**src/rtl/data_mem_controller_pkg.sv**
```systemverilog
// rtl/data_mem_controller_pkg.sv - shared encodings and decode helpers for the data memory controller
// Holds the load/store funct3 encodings, control-word enable bit positions,
// FSM state encodings, the access size type and small decode functions.
package data_mem_controller_pkg;

    // Enable bit positions inside the load/store control words
    localparam int LD_EN_BIT = 3;
    localparam int ST_EN_BIT = 2;

    // Load funct3 encodings
    localparam logic [2:0] F3_LB  = 3'b000;
    localparam logic [2:0] F3_LH  = 3'b001;
    localparam logic [2:0] F3_LW  = 3'b010;
    localparam logic [2:0] F3_LBU = 3'b100;
    localparam logic [2:0] F3_LHU = 3'b101;

    // Store funct3 encodings (low two bits)
    localparam logic [1:0] F3_SB = 2'b00;
    localparam logic [1:0] F3_SH = 2'b01;
    localparam logic [1:0] F3_SW = 2'b10;

    // FSM state encodings
    localparam logic [1:0] ST_IDLE   = 2'b00;
    localparam logic [1:0] ST_ACCESS = 2'b01;
    localparam logic [1:0] ST_DONE   = 2'b10;

    typedef enum logic [1:0] {
        SIZE_BYTE = 2'b00,
        SIZE_HALF = 2'b01,
        SIZE_WORD = 2'b10
    } mem_size_e;

    // Loads and stores share the low two funct3 bits for width, so one
    // decoder serves both. Anything that is not byte or half is a word.
    function automatic mem_size_e decode_size(input logic [1:0] f3_lo);
        case (f3_lo)
            F3_SB:   return SIZE_BYTE;
            F3_SH:   return SIZE_HALF;
            default: return SIZE_WORD;
        endcase
    endfunction

    function automatic logic is_unsigned_load(input logic [2:0] f3);
        return (f3 == F3_LBU) || (f3 == F3_LHU);
    endfunction

    function automatic logic is_misaligned(input mem_size_e size, input logic [1:0] offset);
        case (size)
            SIZE_HALF: return offset[0];
            SIZE_WORD: return |offset;
            default:   return 1'b0;
        endcase
    endfunction

endpackage

```
**src/rtl/mem_lane_align.sv**
```systemverilog
// rtl/mem_lane_align.sv - byte-lane packing for stores and lane select/extension for loads
// Ports:
//   size        : access width (byte/half/word)
//   is_unsigned : zero-extend loads instead of sign-extend
//   offset      : byte address bits [1:0]
//   store_data  : raw store source register
//   load_word   : word returned by memory
//   wdata       : store data replicated across lanes
//   byte_en     : active byte lanes for the access
//   load_data   : selected and extended load result
module mem_lane_align
    import data_mem_controller_pkg::*;
(
    input  mem_size_e   size,
    input  logic        is_unsigned,
    input  logic [1:0]  offset,
    input  logic [31:0] store_data,
    input  logic [31:0] load_word,
    output logic [31:0] wdata,
    output logic [3:0]  byte_en,
    output logic [31:0] load_data
);

    // Lane of interest moved down to bit 0; only the low halfword is ever used
    logic [15:0] lane;
    assign lane = 16'(load_word >> {offset, 3'b000});

    always_comb begin
        wdata     = store_data;
        byte_en   = 4'b1111;
        load_data = load_word;
        case (size)
            SIZE_BYTE: begin
                wdata     = {4{store_data[7:0]}};
                byte_en   = 4'b0001 << offset;
                load_data = is_unsigned ? {24'h000000, lane[7:0]}
                                        : {{24{lane[7]}}, lane[7:0]};
            end
            SIZE_HALF: begin
                wdata     = {2{store_data[15:0]}};
                byte_en   = 4'b0011 << offset;
                load_data = is_unsigned ? {16'h0000, lane}
                                        : {{16{lane[15]}}, lane};
            end
            default: begin
                wdata     = store_data;
                byte_en   = 4'b1111;
                load_data = load_word;
            end
        endcase
    end

endmodule

```
**src/rtl/data_mem_controller.sv**
```systemverilog
// rtl/data_mem_controller.sv - MEM-stage data memory controller with stall handshake
// Ports:
//   CLK, RESET          : clock, synchronous active-high reset
//   MEM_ALU_OUT         : byte address from EX/MEM
//   MEM_REG_DATA2       : store source data
//   MEM_DATA_MEM_READ   : [3] load enable, [2:0] funct3
//   MEM_DATA_MEM_WRITE  : [2] store enable, [1:0] funct3 low
//   DMEM_READ/WRITE     : registered request strobes
//   DMEM_ADDR           : word-aligned request address
//   DMEM_WDATA          : lane-replicated store data
//   DMEM_BYTE_EN        : active byte lanes
//   DMEM_RDATA          : read word from memory
//   DMEM_ACK            : single-cycle completion
//   STALL               : freezes PC and pipeline registers
//   LOAD_DATA           : load result, valid in DONE only
//   MISALIGNED          : single-cycle fault pulse
module data_mem_controller
    import data_mem_controller_pkg::*;
(
    input  logic        CLK,
    input  logic        RESET,
    input  logic [31:0] MEM_ALU_OUT,
    input  logic [31:0] MEM_REG_DATA2,
    input  logic [3:0]  MEM_DATA_MEM_READ,
    input  logic [2:0]  MEM_DATA_MEM_WRITE,
    output logic        DMEM_READ,
    output logic        DMEM_WRITE,
    output logic [31:0] DMEM_ADDR,
    output logic [31:0] DMEM_WDATA,
    output logic [3:0]  DMEM_BYTE_EN,
    input  logic [31:0] DMEM_RDATA,
    input  logic        DMEM_ACK,
    output logic        STALL,
    output logic [31:0] LOAD_DATA,
    output logic        MISALIGNED
);

    logic [1:0]  state;
    logic        rd_req;
    logic        wr_req;
    logic        req_any;
    logic        req_misaligned;
    mem_size_e   req_size;
    logic        req_unsigned;

    // Width/signedness of the outstanding load, held for the unpack in ACCESS
    mem_size_e   lat_size;
    logic        lat_unsigned;
    logic [1:0]  lat_offset;
    logic [31:0] load_q;

    mem_size_e   align_size;
    logic        align_unsigned;
    logic [1:0]  align_offset;
    logic [31:0] align_wdata;
    logic [3:0]  align_byte_en;
    logic [31:0] align_load;

    // A load wins over a simultaneous store
    assign rd_req  = MEM_DATA_MEM_READ[LD_EN_BIT];
    assign wr_req  = MEM_DATA_MEM_WRITE[ST_EN_BIT] & ~rd_req;
    assign req_any = rd_req | wr_req;

    assign req_size       = rd_req ? decode_size(MEM_DATA_MEM_READ[1:0])
                                   : decode_size(MEM_DATA_MEM_WRITE[1:0]);
    assign req_unsigned   = rd_req & is_unsigned_load(MEM_DATA_MEM_READ[2:0]);
    assign req_misaligned = is_misaligned(req_size, MEM_ALU_OUT[1:0]);

    // One aligner serves both directions: in IDLE it packs the incoming
    // store, in ACCESS it unpacks the returned word for the latched load.
    assign align_size     = (state == ST_ACCESS) ? lat_size     : req_size;
    assign align_unsigned = (state == ST_ACCESS) ? lat_unsigned : req_unsigned;
    assign align_offset   = (state == ST_ACCESS) ? lat_offset   : MEM_ALU_OUT[1:0];

    mem_lane_align u_lane_align (
        .size        (align_size),
        .is_unsigned (align_unsigned),
        .offset      (align_offset),
        .store_data  (MEM_REG_DATA2),
        .load_word   (DMEM_RDATA),
        .wdata       (align_wdata),
        .byte_en     (align_byte_en),
        .load_data   (align_load)
    );

    // Stall must rise in the same cycle the access appears so the pipeline
    // holds the instruction in MEM until DONE.
    assign STALL = (state == ST_ACCESS) |
                   ((state == ST_IDLE) & req_any & ~req_misaligned);

    assign MISALIGNED = ~RESET & (state == ST_IDLE) & req_any & req_misaligned;

    assign LOAD_DATA = (state == ST_DONE) ? load_q : 32'h0000_0000;

    always_ff @(posedge CLK) begin
        if (RESET) begin
            state        <= ST_IDLE;
            DMEM_READ    <= 1'b0;
            DMEM_WRITE   <= 1'b0;
            DMEM_ADDR    <= 32'h0000_0000;
            DMEM_WDATA   <= 32'h0000_0000;
            DMEM_BYTE_EN <= 4'b0000;
            load_q       <= 32'h0000_0000;
            lat_size     <= SIZE_WORD;
            lat_unsigned <= 1'b0;
            lat_offset   <= 2'b00;
        end else begin
            case (state)
                ST_IDLE: begin
                    if (req_any && !req_misaligned) begin
                        state        <= ST_ACCESS;
                        DMEM_READ    <= rd_req;
                        DMEM_WRITE   <= wr_req;
                        DMEM_ADDR    <= {MEM_ALU_OUT[31:2], 2'b00};
                        DMEM_WDATA   <= wr_req ? align_wdata : 32'h0000_0000;
                        DMEM_BYTE_EN <= align_byte_en;
                        lat_size     <= req_size;
                        lat_unsigned <= req_unsigned;
                        lat_offset   <= MEM_ALU_OUT[1:0];
                    end
                end
                ST_ACCESS: begin
                    if (DMEM_ACK) begin
                        state      <= ST_DONE;
                        DMEM_READ  <= 1'b0;
                        DMEM_WRITE <= 1'b0;
                        // Stores report zero in DONE
                        load_q     <= DMEM_READ ? align_load : 32'h0000_0000;
                    end
                end
                ST_DONE: begin
                    state <= ST_IDLE;
                end
                default: begin
                    state <= ST_IDLE;
                end
            endcase
        end
    end

endmodule

```
**config.mk**
```make
export PLATFORM = sky130hd
export DESIGN_NAME = data_mem_controller
export DESIGN_NICKNAME = d
export VERILOG_FILES = /design/src/rtl/data_mem_controller_pkg.sv /design/src/rtl/mem_lane_align.sv /design/src/rtl/data_mem_controller.sv
export SDC_FILE = /design/constraint.sdc
export NUM_CORES = 1
export LEC_CHECK = 0
export ABC_AREA = 0
export CAP_MARGIN = 20
export CELL_PAD_IN_SITES_DETAIL_PLACEMENT = 0
export CELL_PAD_IN_SITES_GLOBAL_PLACEMENT = 1
export CORE_MARGIN = 1
export CORE_UTILIZATION = 30
export CTS_CLUSTER_DIAMETER = 80
export CTS_CLUSTER_SIZE = 24
export DETAILED_ROUTE_END_ITERATION = 6
export PLACE_DENSITY = 0.89
export SLEW_MARGIN = 20
export SYNTH_ARGS = -nofsm -noshare
export SYNTH_HDL_FRONTEND = slang
export SYNTH_SLANG_ARGS = --single-unit
export TNS_END_PERCENT = 50
```
**constraint.sdc**
```tcl
create_clock -name CLK -period 4.3 [get_ports CLK]
set_clock_uncertainty 0.15 [all_clocks]
set_input_delay 0.86 -clock CLK [delete_from_list [all_inputs] [get_ports CLK]]
set_output_delay 0.86 -clock CLK [all_outputs]
set_load 0.01 [all_outputs]
```
==> key figures <==
Flow run
  • Max Cap Violations: 0

Floorplan
  • # IOs: 210
  • Die Y: 131 um
  • Initial Utilization: 31.1%
  • Die ar.: 17200 um^2
  • Core area: 16100 um^2
  • Cell Rows: 46
  • Die X: 131 um

STA
  • PnR worst setup slack: 0.397 ns
  • Fin. max-slew vios: 0
  • Slew headroom: 48.5%
  • Fin crit share: 90.8%
  • Fmax: 256 MHz
  • RSZ-0062 raised after global routing: false
  • Slew @ Worst Pin: 0.772 ns
  • Setup TNS Final: 0 ns
  • Hold Vio Cnt, Final: 0
  • Final Critical Period: 3.90 ns
  • Final setup viols: 0

Clocking
  • Clock slew at reported path FFs: 0.07 ns
  • Clk_lat worst skew: 0.35 ns
  • CTS tree: built
  • Sink Count: 107
  • Htree depth: 3
  • Clock root cell: clkbuf_16
  • Maximum clock insertion buffer count: 2
  • Cts bufs inserted: 9
  • Number of hold buffers added after CTS: 0

Power
  • PwrDens: 342 nW/um^2
  • Leak pwr: 0.00291 uW
  • VDD IR max: 0.214 mV

Worst hold path
  • Hold path cells: 2
  • Hold Path Sink: load_q[27]
  • Hold_sp: load_q[27]
  • Worst hold path type: register to register

Synth
  • Synthesized flop and latch total: 107
  • Syn Std Cell Area: 4990 um^2
  • Synth Warn #: 0
  • Post-synth ARST share: 0%
  • Count of cell types in the netlist: 48
  • Cell taking the most area after synthesis: dfxtp_1
  • Most frequent cell after synthesis: nand2_1
  • EDFF count, synth: 0
  • Post-synth top area share: 42.9%
  • Syn Inst Count: 607
  • Most area-consuming cells after synthesis: dfxtp_1 (43%), nand2_1 (9.2%), mux2_2 (5.2%), a21oi_1 (5.1%), nor2_1 (4.1%)
  • Top cells by instance count after synthesis: nand2_1 (123), dfxtp_1 (107), nor2_1 (54)
  • Sequential area share after synthesis: 42.9%
  • Synth Flop Type: dfxtp_1
  • Avg Inst Size Synth: 8.22 um^2

Global routing
  • First-pass GRT wire length: 25.4 mm
  • Vias in the first global route: 4757
  • Total gr overflow: 0
  • GRT Total Usage: 19.4%
  • Initial antenna violation count: 1
  • Largest net degree at the start of global routing: 62

Setup path
  • Worst r2r path cells: 7
  • Startpoint Class: primary input
  • Worst r2r src: state[1]
  • Critical path endpoint category: output port
  • Critical Path AT: 2.89 ns
  • Crit path required time: 3.29 ns
  • Flop2flop setup slack: 1.30 ns
  • Crit-path max FO: 4
  • R2R Path End: load_q[20]
  • WS Path Type: primary input to output port

Cells and area
  • Area Growth Syn to Fin: 52.1%
  • Layout cells sized above 1: 10.7%
  • Reg area: 2140 um^2
  • Fillers: 1625
  • Nets@finish: 907
  • Final instance area: 7590 um^2
  • Multi-input gate area: 2650 um^2

Placement
  • Post-placement cell area: 7280 um^2
  • Pre-CTS setup slack: 0.0327 ns
  • HPWL after DPL: 11.7 mm
  • IO buf count: 207
  • Gpl congestion: 0.790

Drt
  • DR iter-0 viols: 246
  • Routed WL: 16.4 mm
  • DRC Markers: 0
  • WL/cell: 16.1 um
  • Via count: 4891
  • First-pass detailed-route iteration total: 4
  • ANT nets after route: 0
  • Via/cell ratio: 4.79

Outcome
  • Outcome: completed
[state kept, by name, summed over array words and instances, names as in the netlist]
name          count
DMEM_BYTE_EN      4
DMEM_ADDR        30
DMEM_WDATA       32
lat_size          2
state             2
lat_unsigned      1
DMEM_WRITE        1
DMEM_READ         1
lat_offset        2
load_q           32
[through the flow]
stage          cells  hold WS [ns]  utilization, %  power (uW)
4_1_cts         1020         0.302            47.2        2630
6_report        1021         0.295            47.3        2600
5_1_grt         1020         0.316            47.3        2730
3_3_place_gp    1004         0.275            45.3        1780
2_1_floorplan    608         0.267               -        1460
3_5_place_dp    1004         0.284            45.3        1780
[report_power, final]
group | internal, uW | total, uW | switching [uW]
registers | 1050 | 1090 | 32.0
clock network | 450 | 838 | 388
logic | 319 | 672 | 353
total | 1820 | 2600 | 773
[timing repair]
item                                   in CTS  in global routing
gates resized for setup                     0                  4
setup buffers                               0                  0
setup endpoints to repair                   0                  2
endpoints found under the hold margin       0                  0
[final cells by class]
type	instances	area share, %
antenna	1	0.0330
clock buffer	9	2.97
clock inverter	7	0.907
inverter	6	0.297
multi-input combinational	450	34.9
sequential	107	28.2
tap	216	3.56
timing repair buffer	225	29.1
[logic make-up after synthesis]
kind of cell               after synthesis  share of synthesized area (%)
AOI/OAI and AO/OA                      176                           23.2
adders and majority gates                2                          0.501
buffers and inverters                   51                           4.76
DFF                                    107                           42.9
muxes                                   37                           8.25
other                                    1                         0.0751
and+or+nand+nor                        233                           20.4
[layer usage]
metal  global-route usage [%]  up-vias  part of all wire, %  routed length, um
li1                         -     2473                    -                  -
met1                     25.3     2253                   46               7510
met2                     31.5      157                   46               7480
met3                     5.09        8                  7.8               1270
met4                     5.75        0                 0.81                132
met5                        0        -                    0                  0
[cells in the final DEF, fill, tap and decap left out, types with 6 or more instances in the layout]
cell type and count:
mux2i_1 10, mux2_2 23, o21ai_0 39, clkbuf_16 9, a21oi_1 49, a21o_1 9, clkdlybuf4s50_1 204, inv_1 6
buf_4 18, a22oi_1 23, o221ai_1 9, nand2_1 123, o21a_1 7, dfxtp_1 107, o21ai_2 10, and2_1 32
a221oi_1 7, nor2_1 52, o22ai_1 7
[critical path: stages]
cell and delay (ns):
clkdlybuf4s50_1 0.48, o32a_1 0.43, ha_1 0.24, o21ai_0 0.21, a21oi_2 0.10, or2_2 0.31, nand2_1 0.06, dlymetal6s2s_1 0.19
[how the worst max path moves through the flow]
stage             to                  start
2_1_floorplan  STALL  MEM_DATA_MEM_WRITE[0]
3_3_place_gp   STALL   MEM_DATA_MEM_READ[3]
3_5_place_dp   STALL   MEM_DATA_MEM_READ[3]
4_1_cts        STALL   MEM_DATA_MEM_READ[3]
5_1_grt        STALL   MEM_DATA_MEM_READ[3]
6_report       STALL   MEM_DATA_MEM_READ[3]
(Power assumes the default switching activity.)
